File: config.mk
export PLATFORM = sky130hd
export DESIGN_NAME = axi_lite_master
export DESIGN_NICKNAME = d
export VERILOG_FILES = /design/src/rtl/axi_lite_pkg.sv /design/src/rtl/axi_lite_master.sv
export SDC_FILE = /design/constraint.sdc
export NUM_CORES = 1
export LEC_CHECK = 0
export BUFFER_PORTS_ARGS = -buffer_cell sky130_fd_sc_hd__buf_2
export CELL_PAD_IN_SITES_DETAIL_PLACEMENT = 1
export CELL_PAD_IN_SITES_GLOBAL_PLACEMENT = 2
export CORE_MARGIN = 3
export CORE_UTILIZATION = 31
export CTS_CLUSTER_SIZE = 10
export DETAILED_ROUTE_END_ITERATION = 16
export GPL_TIMING_DRIVEN = 0
export MAX_ROUTING_LAYER = met4
export PLACE_DENSITY = 0.84
export SKIP_CTS_REPAIR_TIMING = 1
export SLEW_MARGIN = 10
export SYNTH_ARGS = -nofsm -noshare
export SYNTH_HDL_FRONTEND = slang
export SYNTH_SLANG_ARGS = --single-unit
File: constraint.sdc
create_clock -name clk -period 1.8 [get_ports clk]
set_input_delay 0.09 -clock clk [delete_from_list [all_inputs] [get_ports clk]]
set_output_delay 0.09 -clock clk [all_outputs]
set_load 0.01 [all_outputs]
File: src/rtl/axi_lite_pkg.sv
// Shared AXI4-Lite definitions: response codes, default protection value and
// the master FSM state encoding.
package axi_lite_pkg;

    typedef enum logic [1:0] {
        OKAY   = 2'b00,
        EXOKAY = 2'b01,
        SLVERR = 2'b10,
        DECERR = 2'b11
    } resp_t;

    localparam logic [2:0] AXI_PROT_DEFAULT = 3'b000;

    typedef enum logic [2:0] {
        IDLE    = 3'd0,
        WR_REQ  = 3'd1,
        WR_RESP = 3'd2,
        RD_REQ  = 3'd3,
        RD_RESP = 3'd4,
        RSP     = 3'd5
    } mst_state_e;

endpackage

File: src/rtl/axi_lite_master.sv
// AXI4-Lite initiator: turns single-beat command/response requests into
// AW/W/B or AR/R transactions, one outstanding at a time, all outputs registered.
module axi_lite_master
    import axi_lite_pkg::*;
#(
    parameter int unsigned ADDR_W = 32,
    parameter int unsigned DATA_W = 32
) (
    input  logic                  clk,
    input  logic                  rst_n,

    input  logic                  cmd_valid,
    output logic                  cmd_ready,
    input  logic                  cmd_write,
    input  logic [ADDR_W-1:0]     cmd_addr,
    input  logic [DATA_W-1:0]     cmd_wdata,
    input  logic [DATA_W/8-1:0]   cmd_wstrb,

    output logic                  rsp_valid,
    input  logic                  rsp_ready,
    output logic                  rsp_write,
    output logic [DATA_W-1:0]     rsp_rdata,
    output logic [1:0]            rsp_resp,

    output logic [ADDR_W-1:0]     AWADDR,
    output logic [2:0]            AWPROT,
    output logic                  AWVALID,
    input  logic                  AWREADY,

    output logic [DATA_W-1:0]     WDATA,
    output logic [DATA_W/8-1:0]   WSTRB,
    output logic                  WVALID,
    input  logic                  WREADY,

    input  logic                  BVALID,
    input  logic [1:0]            BRESP,
    output logic                  BREADY,

    output logic [ADDR_W-1:0]     ARADDR,
    output logic [2:0]            ARPROT,
    output logic                  ARVALID,
    input  logic                  ARREADY,

    input  logic                  RVALID,
    input  logic [DATA_W-1:0]     RDATA,
    input  logic [1:0]            RRESP,
    output logic                  RREADY
);

    localparam int unsigned STRB_W = DATA_W / 8;

    mst_state_e          state_q, state_d;
    logic                cmd_ready_q, cmd_ready_d;
    logic                awvalid_q, awvalid_d;
    logic                wvalid_q, wvalid_d;
    logic                arvalid_q, arvalid_d;
    logic                bready_q, bready_d;
    logic                rready_q, rready_d;
    logic                aw_done_q, aw_done_d;
    logic                w_done_q, w_done_d;
    logic [ADDR_W-1:0]   awaddr_q, awaddr_d;
    logic [ADDR_W-1:0]   araddr_q, araddr_d;
    logic [DATA_W-1:0]   wdata_q, wdata_d;
    logic [STRB_W-1:0]   wstrb_q, wstrb_d;
    logic                rsp_valid_q, rsp_valid_d;
    logic                rsp_write_q, rsp_write_d;
    logic [DATA_W-1:0]   rsp_rdata_q, rsp_rdata_d;
    resp_t               rsp_resp_q, rsp_resp_d;

    logic                aw_hs, w_hs, aw_all, w_all;

    always_ff @(posedge clk or negedge rst_n) begin
        if (!rst_n) begin
            state_q     <= IDLE;
            cmd_ready_q <= 1'b0;
            awvalid_q   <= 1'b0;
            wvalid_q    <= 1'b0;
            arvalid_q   <= 1'b0;
            bready_q    <= 1'b0;
            rready_q    <= 1'b0;
            aw_done_q   <= 1'b0;
            w_done_q    <= 1'b0;
            awaddr_q    <= '0;
            araddr_q    <= '0;
            wdata_q     <= '0;
            wstrb_q     <= '0;
            rsp_valid_q <= 1'b0;
            rsp_write_q <= 1'b0;
            rsp_rdata_q <= '0;
            rsp_resp_q  <= OKAY;
        end else begin
            state_q     <= state_d;
            cmd_ready_q <= cmd_ready_d;
            awvalid_q   <= awvalid_d;
            wvalid_q    <= wvalid_d;
            arvalid_q   <= arvalid_d;
            bready_q    <= bready_d;
            rready_q    <= rready_d;
            aw_done_q   <= aw_done_d;
            w_done_q    <= w_done_d;
            awaddr_q    <= awaddr_d;
            araddr_q    <= araddr_d;
            wdata_q     <= wdata_d;
            wstrb_q     <= wstrb_d;
            rsp_valid_q <= rsp_valid_d;
            rsp_write_q <= rsp_write_d;
            rsp_rdata_q <= rsp_rdata_d;
            rsp_resp_q  <= rsp_resp_d;
        end
    end

    assign aw_hs  = awvalid_q && AWREADY;
    assign w_hs   = wvalid_q && WREADY;
    assign aw_all = aw_done_q || aw_hs;
    assign w_all  = w_done_q || w_hs;

    always_comb begin
        state_d     = state_q;
        cmd_ready_d = cmd_ready_q;
        awvalid_d   = awvalid_q;
        wvalid_d    = wvalid_q;
        arvalid_d   = arvalid_q;
        bready_d    = bready_q;
        rready_d    = rready_q;
        aw_done_d   = aw_done_q;
        w_done_d    = w_done_q;
        awaddr_d    = awaddr_q;
        araddr_d    = araddr_q;
        wdata_d     = wdata_q;
        wstrb_d     = wstrb_q;
        rsp_valid_d = rsp_valid_q;
        rsp_write_d = rsp_write_q;
        rsp_rdata_d = rsp_rdata_q;
        rsp_resp_d  = rsp_resp_q;

        unique case (state_q)
            IDLE: begin
                // cmd_ready is registered, so it appears one cycle after entering IDLE
                if (cmd_valid && cmd_ready_q) begin
                    cmd_ready_d = 1'b0;
                    if (cmd_write) begin
                        state_d   = WR_REQ;
                        awaddr_d  = cmd_addr;
                        wdata_d   = cmd_wdata;
                        wstrb_d   = cmd_wstrb;
                        awvalid_d = 1'b1;
                        wvalid_d  = 1'b1;
                        aw_done_d = 1'b0;
                        w_done_d  = 1'b0;
                    end else begin
                        state_d   = RD_REQ;
                        araddr_d  = cmd_addr;
                        arvalid_d = 1'b1;
                    end
                end else begin
                    cmd_ready_d = 1'b1;
                end
            end
            WR_REQ: begin
                if (aw_hs) begin
                    awvalid_d = 1'b0;
                    aw_done_d = 1'b1;
                end
                if (w_hs) begin
                    wvalid_d = 1'b0;
                    w_done_d = 1'b1;
                end
                if (aw_all && w_all) begin
                    state_d  = WR_RESP;
                    bready_d = 1'b1;
                end
            end
            WR_RESP: begin
                if (BVALID && bready_q) begin
                    bready_d    = 1'b0;
                    rsp_resp_d  = resp_t'(BRESP);
                    rsp_write_d = 1'b1;
                    rsp_rdata_d = '0;
                    rsp_valid_d = 1'b1;
                    state_d     = RSP;
                end
            end
            RD_REQ: begin
                if (arvalid_q && ARREADY) begin
                    arvalid_d = 1'b0;
                    rready_d  = 1'b1;
                    state_d   = RD_RESP;
                end
            end
            RD_RESP: begin
                if (RVALID && rready_q) begin
                    rready_d    = 1'b0;
                    rsp_resp_d  = resp_t'(RRESP);
                    rsp_write_d = 1'b0;
                    rsp_rdata_d = RDATA;
                    rsp_valid_d = 1'b1;
                    state_d     = RSP;
                end
            end
            RSP: begin
                if (rsp_ready) begin
                    rsp_valid_d = 1'b0;
                    state_d     = IDLE;
                end
            end
            default: begin
                state_d = IDLE;
            end
        endcase
    end

    assign cmd_ready = cmd_ready_q;
    assign rsp_valid = rsp_valid_q;
    assign rsp_write = rsp_write_q;
    assign rsp_rdata = rsp_rdata_q;
    assign rsp_resp  = rsp_resp_q;
    assign AWADDR    = awaddr_q;
    assign AWPROT    = AXI_PROT_DEFAULT;
    assign AWVALID   = awvalid_q;
    assign WDATA     = wdata_q;
    assign WSTRB     = wstrb_q;
    assign WVALID    = wvalid_q;
    assign BREADY    = bready_q;
    assign ARADDR    = araddr_q;
    assign ARPROT    = AXI_PROT_DEFAULT;
    assign ARVALID   = arvalid_q;
    assign RREADY    = rready_q;

endmodule
==> flow_summary.json <==
{
  "post-place-cells": 892,
  "clkSinkCount": 147,
  "cts.root.buffer_cell": "clkbuf_16",
  "finalPower_mw": 15.42,
  "clk_latency_ns": 0.42,
  "dr.pass1.iters": 5,
  "drc": 0,
  "crit_path_end_kind": "flop",
  "synth_enable_flop_cells": 0,
  "finalNetCount": 873,
  "crit_fanout": 10,
  "drt_iter0_drc": 125,
  "clk_pin_slew_ns": 0.06,
  "grt_pass1_wl_um": 26790,
  "cts_buffers": 17,
  "leakage_nw": 4.886,
  "fin_crit_ns": 1.768,
  "cts_tree": "done",
  "period_share": 0.9824,
  "cts.path.max_buffers": 2,
  "drt-total-wl_um": 19120,
  "yosysTopAreaCell": "dfrtp_1",
  "route.antenna.remaining_nets": 0,
  "htreeDepth": 4,
  "yosysMostFrequentCell": "dfrtp_1",
  "pwr_density_cell_mw_per_mm2": 1654,
  "antenna_cells": 0,
  "relSlewSlack": 0.5435,
  "initial_utilization": 0.3185,
  "required_ns": 2.09,
  "areaGrowthSynthToFinish_pct": 54.86,
  "synth_seq_cells": 147,
  "grt_start_max_net_pins": 77,
  "synth-async-reset-ratio": 1.000,
  "rsz0062_at_grt": "true",
  "synthFlopType": "dfrtp_1",
  "dieArea_mm2": 0.02112,
  "synth_top_area_frac": 0.6112,
  "worstSetupPathType": "flop to flop",
  "coreArea_mm2": 0.01889,
  "synth_area_leaders": "dfrtp_1, mux2_4, mux2_2, a22o_1, buf_6",
  "drive_gt1_frac": 0.5570,
  "synthTopCellsByCount": "dfrtp_1, mux2_4, mux2_2",
  "syn_avg_cell_area_um2": 16.22,
  "postPlaceCellArea_mm2": 0.007672,
  "synth_cell_type_count": 37,
  "place.gp.congestion": 0.7865,
  "ir_drop_mv": 0.5749,
  "cp-start-kind": "flop",
  "slew_viol_final": 0,
  "track_usage": 0.1646,
  "netlist_instances": 371,
  "seq_area_frac_synth": 0.6112,
  "stdcell_area_mm2": 0.009320,
  "antenna_found_initial": 0,
  "hp-class": "input port to flop",
  "ys_warn_count": 0,
  "vias_per_cell": 4.504,
  "portBuffers": 255,
  "rows": 50,
  "final_hold_viol_count": 0,
  "fmax_mhz": 565.5,
  "final_cells": 1032,
  "die_h_um": 145.3,
  "min_path_cells": 4,
  "maxCapViolations": 0,
  "n_fill_cell": 2023,
  "vias": 4648,
  "dp_hpwl_um": 12750,
  "setup_viol": 0,
  "wl_per_cell_um": 18.52,
  "die_x_um": 145.3,
  "boundaryPins": 262,
  "cp.arrival_ns": 2.06,
  "status": "finished, final reports clean",
  "rr_worst_depth": 5,
  "grt_pass1_vias": 4765,
  "synth_area_mm2": 0.006018,
  "tightest_slew_ns": 0.6848,
  "overflow": 0,
  "skew_ns": 0.008836
}
==> worst paths after layout <==
| kind | start | to | slack, ns |
|---|---|---|---|
| worst max-delay path | state_q[1] | ARADDR[24] | 0.03 |
| worst min-delay path | WREADY | WVALID | 0.02 |
| worst max register to register | state_q[1] | ARADDR[24] | 0.03 |
| worst min register to register | ARADDR[8] | ARADDR[8] | 0.49 |
| max in group asynchronous | rst_n | state_q[1] | 0.69 |
| min in group asynchronous | rst_n | AWADDR[9] | 0.26 |
==> kinds of logic after synthesis <==
| logic type | synth area share |
|---|---|
| AOI/OAI and AO/OA | 0.07069 |
| buffers and inverters | 0.04179 |
| DFF | 0.6112 |
| muxes | 0.2407 |
| other | 0.0006231 |
| and+or+nand+nor | 0.03493 |
==> layer usage <==
metal	GRT usage	wire, µm	vias to the layer above
met1	0.1859	7408	2338
li1	-	-	2094
met4	0.05508	575	0
met5	-	0	-
met3	0.04485	806	43
met2	0.2835	10320	173
==> per-stage QoR <==
stage / hold WS [ns] / util / TNS, ns / setup slack, ns
after detailed placement: 0.1515 / 0.4061 / -5.401 / -0.2078
after global placement: 0.3142 / 0.4043 / -201.04 / -1.348
final: 0.02179 / 0.4933 / 0 / 0.03165
after CTS: -0.3077 / 0.4355 / -6.559 / -0.2466
after floorplan: -0.2056 / - / 0 / 0.1377
after global routing: 0.03889 / 0.4933 / -1.083 / -0.05035
==> area by class of cell <==
cell class	count	area, µm²	area share
buffer	25	237.7	0.02551
clock buffer	18	439.2	0.04712
clock inverter	14	116.4	0.01248
inverter	5	18.77	0.002014
tap	260	325.3	0.03490
multi-input combinational	199	2110	0.2263
timing repair buffer	364	2394	0.2568
sequential	147	3680	0.3948
==> state kept, by name (all words and copies together) (netlist names) <==
signal,count
ARADDR,32
AWADDR,32
WDATA,32
rsp_rdata,32
WSTRB,4
state_q,3
rsp_resp,2
ARVALID,1
AWVALID,1
BREADY,1
RREADY,1
WVALID,1
aw_done_q,1
cmd_ready,1
rsp_valid,1
rsp_write,1
w_done_q,1
==> worst max-delay path, stage by stage, from the launching register on <==
cell	delay, ns
dfrtp_2	0.48
nor3_4	0.26
nor3b_4	0.26
buf_12	0.16
buf_8	0.15
mux2_2	0.34
==> cells in the final DEF, fill, tap and decap left out, types with 2 or more instances in the layout <==
cell type and n:
conb_1 6, nand2_1 10, o21ai_0 6, mux2_4 68
buf_2 257, buf_6 15, a32oi_1 2, dlygate4sd3_1 104
buf_4 9, inv_1 5, mux2_2 37, inv_6 6
dfrtp_1 146, a22o_1 33, clkinv_4 2, clkbuf_16 17
clkinvlp_4 4, nor2_1 7, a21oi_1 6, a31oi_1 2
==> report_power, final <==
part / leakage [nW] / total [mW] / switching, mW / internal (mW)
Clock: 0.263 / 3.38 / 1.54 / 1.84
Combinational: 2.80 / 6.15 / 2.81 / 3.34
Sequential: 1.82 / 5.89 / 0.993 / 4.90
(Power assumes the default switching activity.)
